<file path="src/rtl/fuzzy_pkg.sv">
// Shared definitions for the fuzzy risk front-end: sequencer states,
// error codes reported to the host and the fail-safe risk value.
package fuzzy_pkg;

    typedef enum logic [2:0] {
        IDLE  = 3'd0,
        LOAD  = 3'd1,
        START = 3'd2,
        WAIT  = 3'd3,
        DONE  = 3'd4
    } state_t;

    localparam logic [1:0] ERR_OK      = 2'b00;
    localparam logic [1:0] ERR_SHORT   = 2'b01;
    localparam logic [1:0] ERR_TIMEOUT = 2'b10;

    // Reported when the engine never answers: assume the worst case.
    localparam logic [7:0] RISK_FAILSAFE = 8'hFF;

endpackage

</file>
<file path="src/rtl/frame_deser.sv">
// Frame deserializer: detects the ss rising edge, counts bytes and fills the
// input register bank. Capture is only enabled while the sequencer says so
// (i_arm in IDLE, i_load in LOAD), which keeps the bank frozen otherwise.
module frame_deser
    import fuzzy_pkg::*;
#(
    parameter int NUM_INPUTS = 4,
    parameter int DW         = 8
) (
    input  logic                     clk,
    input  logic                     rst,
    input  logic                     i_ss,
    input  logic [DW-1:0]            i_data,
    input  logic                     i_arm,
    input  logic                     i_load,
    output logic                     o_frame_start,
    output logic                     o_frame_done,
    output logic                     o_frame_short,
    output logic [NUM_INPUTS*DW-1:0] o_bank
);

    localparam int CW = $clog2(NUM_INPUTS + 1);

    logic            r_ss_q;
    logic [CW-1:0]   r_cnt;
    logic [DW-1:0]   r_bank [NUM_INPUTS];
    logic            w_rise;
    logic            w_last;

    assign w_rise        = i_ss & ~r_ss_q;
    assign w_last        = (r_cnt == CW'(NUM_INPUTS - 1));
    assign o_frame_start = i_arm & w_rise;
    // A one-byte frame completes on the very edge that opens it.
    assign o_frame_done  = (o_frame_start & (NUM_INPUTS == 1)) | (i_load & i_ss & w_last);
    assign o_frame_short = i_load & ~i_ss;

    // Edge-detect register, byte counter and input bank capture.
    always_ff @(posedge clk) begin
        if (rst) begin
            r_ss_q <= 1'b0;
            r_cnt  <= '0;
            for (int k = 0; k < NUM_INPUTS; k++) begin
                r_bank[k] <= '0;
            end
        end else begin
            r_ss_q <= i_ss;
            if (o_frame_start) begin
                r_bank[0] <= i_data;
                r_cnt     <= CW'(1);
            end else if (i_load && i_ss) begin
                for (int k = 1; k < NUM_INPUTS; k++) begin
                    if (r_cnt == CW'(k)) begin
                        r_bank[k] <= i_data;
                    end
                end
                r_cnt <= r_cnt + CW'(1);
            end
        end
    end

    for (genvar g = 0; g < NUM_INPUTS; g++) begin : g_pack
        assign o_bank[g*DW +: DW] = r_bank[g];
    end

endmodule

</file>
<file path="src/rtl/fuzzy_frame_ctrl.sv">
// Sequencer between the byte-wide host port and the fuzzy inference engine:
// deframes an ss burst, pulses the engine start, then latches the engine
// result (or a fail-safe value on timeout) onto the risk output.
module fuzzy_frame_ctrl
    import fuzzy_pkg::*;
#(
    parameter int NUM_INPUTS = 4,
    parameter int DW         = 8,
    parameter int TIMEOUT    = 255
) (
    input  logic                     clk,
    input  logic                     rst,
    input  logic                     ss,
    input  logic [DW-1:0]            data_bus,
    output logic [NUM_INPUTS*DW-1:0] eng_in,
    output logic                     eng_start,
    input  logic                     eng_done,
    input  logic [DW-1:0]            eng_risk,
    output logic [DW-1:0]            risk,
    output logic                     risk_valid,
    output logic                     busy,
    output logic [1:0]               err
);

    localparam int TW = 8;

    state_t          r_state;
    logic            r_eng_start;
    logic [DW-1:0]   r_risk;
    logic            r_risk_valid;
    logic            r_busy;
    logic [1:0]      r_err;
    logic [TW-1:0]   r_timer;

    logic            w_frame_start;
    logic            w_frame_done;
    logic            w_frame_short;

    frame_deser #(
        .NUM_INPUTS (NUM_INPUTS),
        .DW         (DW)
    ) u_deser (
        .clk           (clk),
        .rst           (rst),
        .i_ss          (ss),
        .i_data        (data_bus),
        .i_arm         (r_state == IDLE),
        .i_load        (r_state == LOAD),
        .o_frame_start (w_frame_start),
        .o_frame_done  (w_frame_done),
        .o_frame_short (w_frame_short),
        .o_bank        (eng_in)
    );

    // Frame sequencer with registered start pulse, busy flag, timer and result latch.
    always_ff @(posedge clk) begin
        if (rst) begin
            r_state      <= IDLE;
            r_eng_start  <= 1'b0;
            r_risk       <= '0;
            r_risk_valid <= 1'b0;
            r_busy       <= 1'b0;
            r_err        <= ERR_OK;
            r_timer      <= '0;
        end else begin
            r_eng_start <= 1'b0;
            case (r_state)
                IDLE: begin
                    if (w_frame_start) begin
                        r_busy <= 1'b1;
                        if (w_frame_done) begin
                            r_eng_start <= 1'b1;
                            r_state     <= START;
                        end else begin
                            r_state <= LOAD;
                        end
                    end
                end
                LOAD: begin
                    if (w_frame_short) begin
                        r_err   <= ERR_SHORT;
                        r_busy  <= 1'b0;
                        r_state <= IDLE;
                    end else if (w_frame_done) begin
                        r_eng_start <= 1'b1;
                        r_state     <= START;
                    end
                end
                START: begin
                    r_timer <= '0;
                    r_state <= WAIT;
                end
                WAIT: begin
                    // eng_done is checked first so it wins over a same-cycle timeout.
                    if (eng_done) begin
                        r_risk       <= eng_risk;
                        r_risk_valid <= 1'b1;
                        r_err        <= ERR_OK;
                        r_busy       <= 1'b0;
                        r_state      <= DONE;
                    end else if (r_timer == TW'(TIMEOUT - 2)) begin
                        r_risk       <= DW'(RISK_FAILSAFE);
                        r_risk_valid <= 1'b1;
                        r_err        <= ERR_TIMEOUT;
                        r_busy       <= 1'b0;
                        r_state      <= DONE;
                    end else begin
                        r_timer <= r_timer + TW'(1);
                    end
                end
                DONE: begin
                    // Holding ss high here swallows trailing bytes; a new frame needs ss low first.
                    if (!ss) begin
                        r_state <= IDLE;
                    end
                end
                default: begin
                    r_state <= IDLE;
                end
            endcase
        end
    end

    assign eng_start  = r_eng_start;
    assign risk       = r_risk;
    assign risk_valid = r_risk_valid;
    assign busy       = r_busy;
    assign err        = r_err;

endmodule

</file>
<file path="config.mk">
export PLATFORM = sky130hd
export DESIGN_NAME = fuzzy_frame_ctrl
export DESIGN_NICKNAME = d
export VERILOG_FILES = /design/src/rtl/fuzzy_pkg.sv /design/src/rtl/frame_deser.sv /design/src/rtl/fuzzy_frame_ctrl.sv
export SDC_FILE = /design/constraint.sdc
export NUM_CORES = 1
export LEC_CHECK = 0
export ABC_AREA = 1
export CORE_MARGIN = 2
export CORE_UTILIZATION = 45
export DETAILED_ROUTE_END_ITERATION = 16
export PLACE_DENSITY = 0.73
export SYNTH_ARGS = -nofsm -noshare
export SYNTH_HDL_FRONTEND = slang
export SYNTH_HIERARCHICAL = 1
export SYNTH_SLANG_ARGS = --single-unit
</file>
<file path="constraint.sdc">
create_clock -name clk -period 1.85 [get_ports clk]
set_input_delay 0.37 -clock clk [delete_from_list [all_inputs] [get_ports clk]]
set_output_delay 0.37 -clock clk [all_outputs]
set_load 0.03 [all_outputs]
</file>
==> run metrics, run 1 <==
Synth cell types 29; number of hold buffers added after cts 0; Seq/Total Area, Yosys ~55%; final critical-path setup slack between 100 and 150 ps; xor/xnor share of the synthesized area 0%; Crit Path Class flop to output pin; maximum number of pins on one net before global-route repair 14; Tot GR Track Use between 15 and 20%; post-route clock period utilization 93.6%; maximum clock rate a little under 600 MHz; final critical path time including I/O delays and setup 1730 ps; # port buffers between 60 and 70; total via count after detailed routing 2284; critical path cell sequence clkdlybuf4s50_1; number of nets still failing antenna checks after routing 0; Layout Nets 432; synthesis warning total 6; share of cell area taken by muxes after synthesis 0%; Max Cap Viol 0; routed wirelength normalized by instance count roughly 12 µm; detailed-placement wirelength estimate around 4200 µm; Slowest Stage Delay on Critical Path slightly below 700 ps; Core Rows 28; CTS tree built; Num CTS Buffers 9; power density over the cells 898 nW/µm²; largest family of logic cells by synthesized area simple AND/OR/NAND/NOR gates; run status finished clean; fraction of layout cells with a size suffix above 1 between 10 and 15%; core region area ~5900 µm²; CTS clk-pin slew, worst paths about 70 ps; Synth-to-Final Area Change 39.3%; RSZ-0062 raised after global routing false; starting density of the core about 47%; horizontal die dimension about 80 µm; wire length of the first global-routing pass roughly 8800 µm; number of sinks driven by the clock tree 60; post-route setup TNS 0 ps; total overflow reported by the global router 0; First DRT Iteration DRCs approximately 140; total of cells resized after clock tree synthesis 0; share of synthesized cell area in full adder, half adder and majority cells approximately 2.7%; worst slack at placement -17.2 ps; number of detailed-routing iterations run before antenna repair 4; post-synthesis sequential element count 60; Worst VDD drop around 0.7 mV; number of top-level pins 65; Post-Synthesis Cells roughly 320; CP Capture Type output pin; Avg Inst Size Synth 8.68 µm²; Critical path buffers and inverters 1; Clock Tree Buf Depth 2; Die Footprint about 6800 µm²; worst slew margin relative to its limit between 70% and 80%; number of remaining DRC errors 0; Crit Path Max Fanout 1; Detailed Route WL between 5000 and 6000 µm; insertion delay of the later-clocked pin in the worst-skew pair ~330 ps; Post-Synthesis Net Count 344; clk_skew 7.70 ps; startpoint type of the worst setup path flop; antenna violations before repair 0; Root Driver sky130_fd_sc_hd__clkbuf_8; Syn Std Cell Area between 2000 and 3000 µm²; simple logic cell fraction of the synthesized area a little over a quarter; via count of the first global-routing pass around 2000; RD Place Congestion slightly below 0.9; arrival time at the worst endpoint ~1400 ps; final-report max-slew violation count 0; leakage power 1.71 nW; die outline height 82.3 µm; Setup violations, final 0; Slowest cell on crit path sky130_fd_sc_hd__clkdlybuf4s50_1; Antenna Cells 0; deepest level of the CTS H-tree 3; detail-routed via count per cell about 4.7; utilization of the core after routing around 65%; actual transition at the worst max-transition pin 420 ps; hold crit path type flop to flop; synthesized-area fraction occupied by ao, oa, aoi and oai cells under 10%; number of hold violations in the final report 0; largest delay contributor family on the critical path buffers and inverters; Worst EP required 1480 ps; post-CTS setup-driven buffer insertion count 0
## report_power, final
group          total (mW)  switching, mW  internal [mW]
combinational       0.651          0.388          0.262
clock                1.29          0.497          0.789
sequential           1.52         0.0387           1.48
## cells by family (layout without fill, tap and decap cells)
kind of cell / after synthesis / in the layout
and+or+nand+nor: 153 / 153
buffers and inverters: 69 / 162
DFF: 60 / 60
AOI/OAI and AO/OA: 30 / 30
adders and majority gates: 6 / 6
## through the flow
step                      std cells  total power, mW  hold WS (ps)  instance area [µm²]
final                           486             3.45           462                 3850
after CTS                       486             3.48           465                 3850
after detailed placement        470             2.20           449                 3630
after global routing            486             3.60           481                 3850
after global placement          470             2.19           448                 3630
after floorplan                 318             1.93           441                 2760
## layout make-up
cell class | instances | area [µm²]
Fill cell | 479 | 2070
Sequential cell | 60 | 1520
Multi-Input combinational cell | 189 | 956
Timing Repair Buffer | 83 | 821
Inverter | 63 | 236
Clock buffer | 11 | 141
Tap cell | 75 | 93.8
Clock inverter | 5 | 76.3
## registers in the layout (all words and copies together) (netlist names)
signal	count
u_deser/r_cnt	3
err	2
risk	8
eng_start	1
u_deser/r_bank	32
busy	1
r_timer	8
risk_valid	1
r_state	3
u_deser/r_ss_q	1
## worst reg2reg max path: cells and delay by family, from the launching register on
family	cells	cell delay, ps
AND/OR/NAND/NOR	5	550
buffers and inverters	3	460
flip-flops	1	360
## path summary, 6_finish.rpt
| kind | start | slack, ps | cells past startpoint | endpoint |
|---|---|---|---|---|
| worst max-delay path | u_deser/r_bank[3][3] | 120 | 1 | eng_in[27] |
| worst min register to register | busy | 460 | 2 | busy |
| worst max register to register | r_state[1] | 210 | 8 | u_deser/r_bank[3][2] |
| worst min-delay path | busy | 460 | 2 | busy |
## cells in the mapped netlist
cell type,number,share of area (%)
sky130_fd_sc_hd__a21oi_2,1,0.32
sky130_fd_sc_hd__or2_0,3,0.68
sky130_fd_sc_hd__nand3_1,9,1.6
sky130_fd_sc_hd__nor2_4,3,1.2
sky130_fd_sc_hd__buf_2,2,0.36
sky130_fd_sc_hd__nand2_4,1,0.41
sky130_fd_sc_hd__nor4_1,1,0.23
sky130_fd_sc_hd__buf_6,3,1.2
sky130_fd_sc_hd__inv_1,61,8.3
sky130_fd_sc_hd__edfxtp_1,32,35
sky130_fd_sc_hd__nand2_2,2,0.45
sky130_fd_sc_hd__nand4_1,4,0.91
sky130_fd_sc_hd__nand3_4,4,2.5
sky130_fd_sc_hd__clkinv_1,2,0.27
sky130_fd_sc_hd__dfxtp_1,28,20
sky130_fd_sc_hd__clkbuf_1,1,0.14
sky130_fd_sc_hd__o211ai_1,2,0.54
sky130_fd_sc_hd__nand3b_1,1,0.27
sky130_fd_sc_hd__nand2_1,62,8.4
sky130_fd_sc_hd__ha_1,6,2.7
sky130_fd_sc_hd__o21ai_0,6,1.1
sky130_fd_sc_hd__nand3_2,1,0.36
sky130_fd_sc_hd__nor3_1,1,0.18
sky130_fd_sc_hd__nor3_2,1,0.36
sky130_fd_sc_hd__nor2_2,1,0.23
sky130_fd_sc_hd__nor3b_1,1,0.27
sky130_fd_sc_hd__o21bai_1,1,0.27
sky130_fd_sc_hd__nor2_1,58,7.9
sky130_fd_sc_hd__a21oi_1,20,3.6
## layer usage
metal  GRT usage [%]  vias to the layer above  part of all wire [%]
li1                -                     1174                     -
met1            19.7                      998                    41
met2            30.6                      103                    48
met3            5.87                        9                   9.4
met4            7.33                        0                   1.3
met5               0                        -                     0
## placed cells by master (no fill, tap or decap), drive strengths merged
cell type,instances
clkbuf,11
bufinv,2
buf,19
nor3,2
o21ai,6
ha,6
o21bai,1
nor3b,1
o211ai,2
inv,61
nand3b,1
nor4,1
nand4,4
clkdlybuf4s50,64
nor2,62
nand2,65
nand3,14
clkinv,4
dfxtp,28
clkinvlp,1
or2,3
a21oi,21
edfxtp,32
(Power assumes the default switching activity.)
==> inputs of run 2 (changes only) <==
--- a/config.mk
+++ b/config.mk
@@ -9,6 +9,7 @@
 export CORE_MARGIN = 2
 export CORE_UTILIZATION = 45
 export DETAILED_ROUTE_END_ITERATION = 16
+export HOLD_SLACK_MARGIN = 0.03
 export PLACE_DENSITY = 0.73
 export SYNTH_ARGS = -nofsm -noshare
 export SYNTH_HDL_FRONTEND = slang
==> results of run 2 <==
Same layout as run 1: the final DEF is identical, and so are final timing and power.
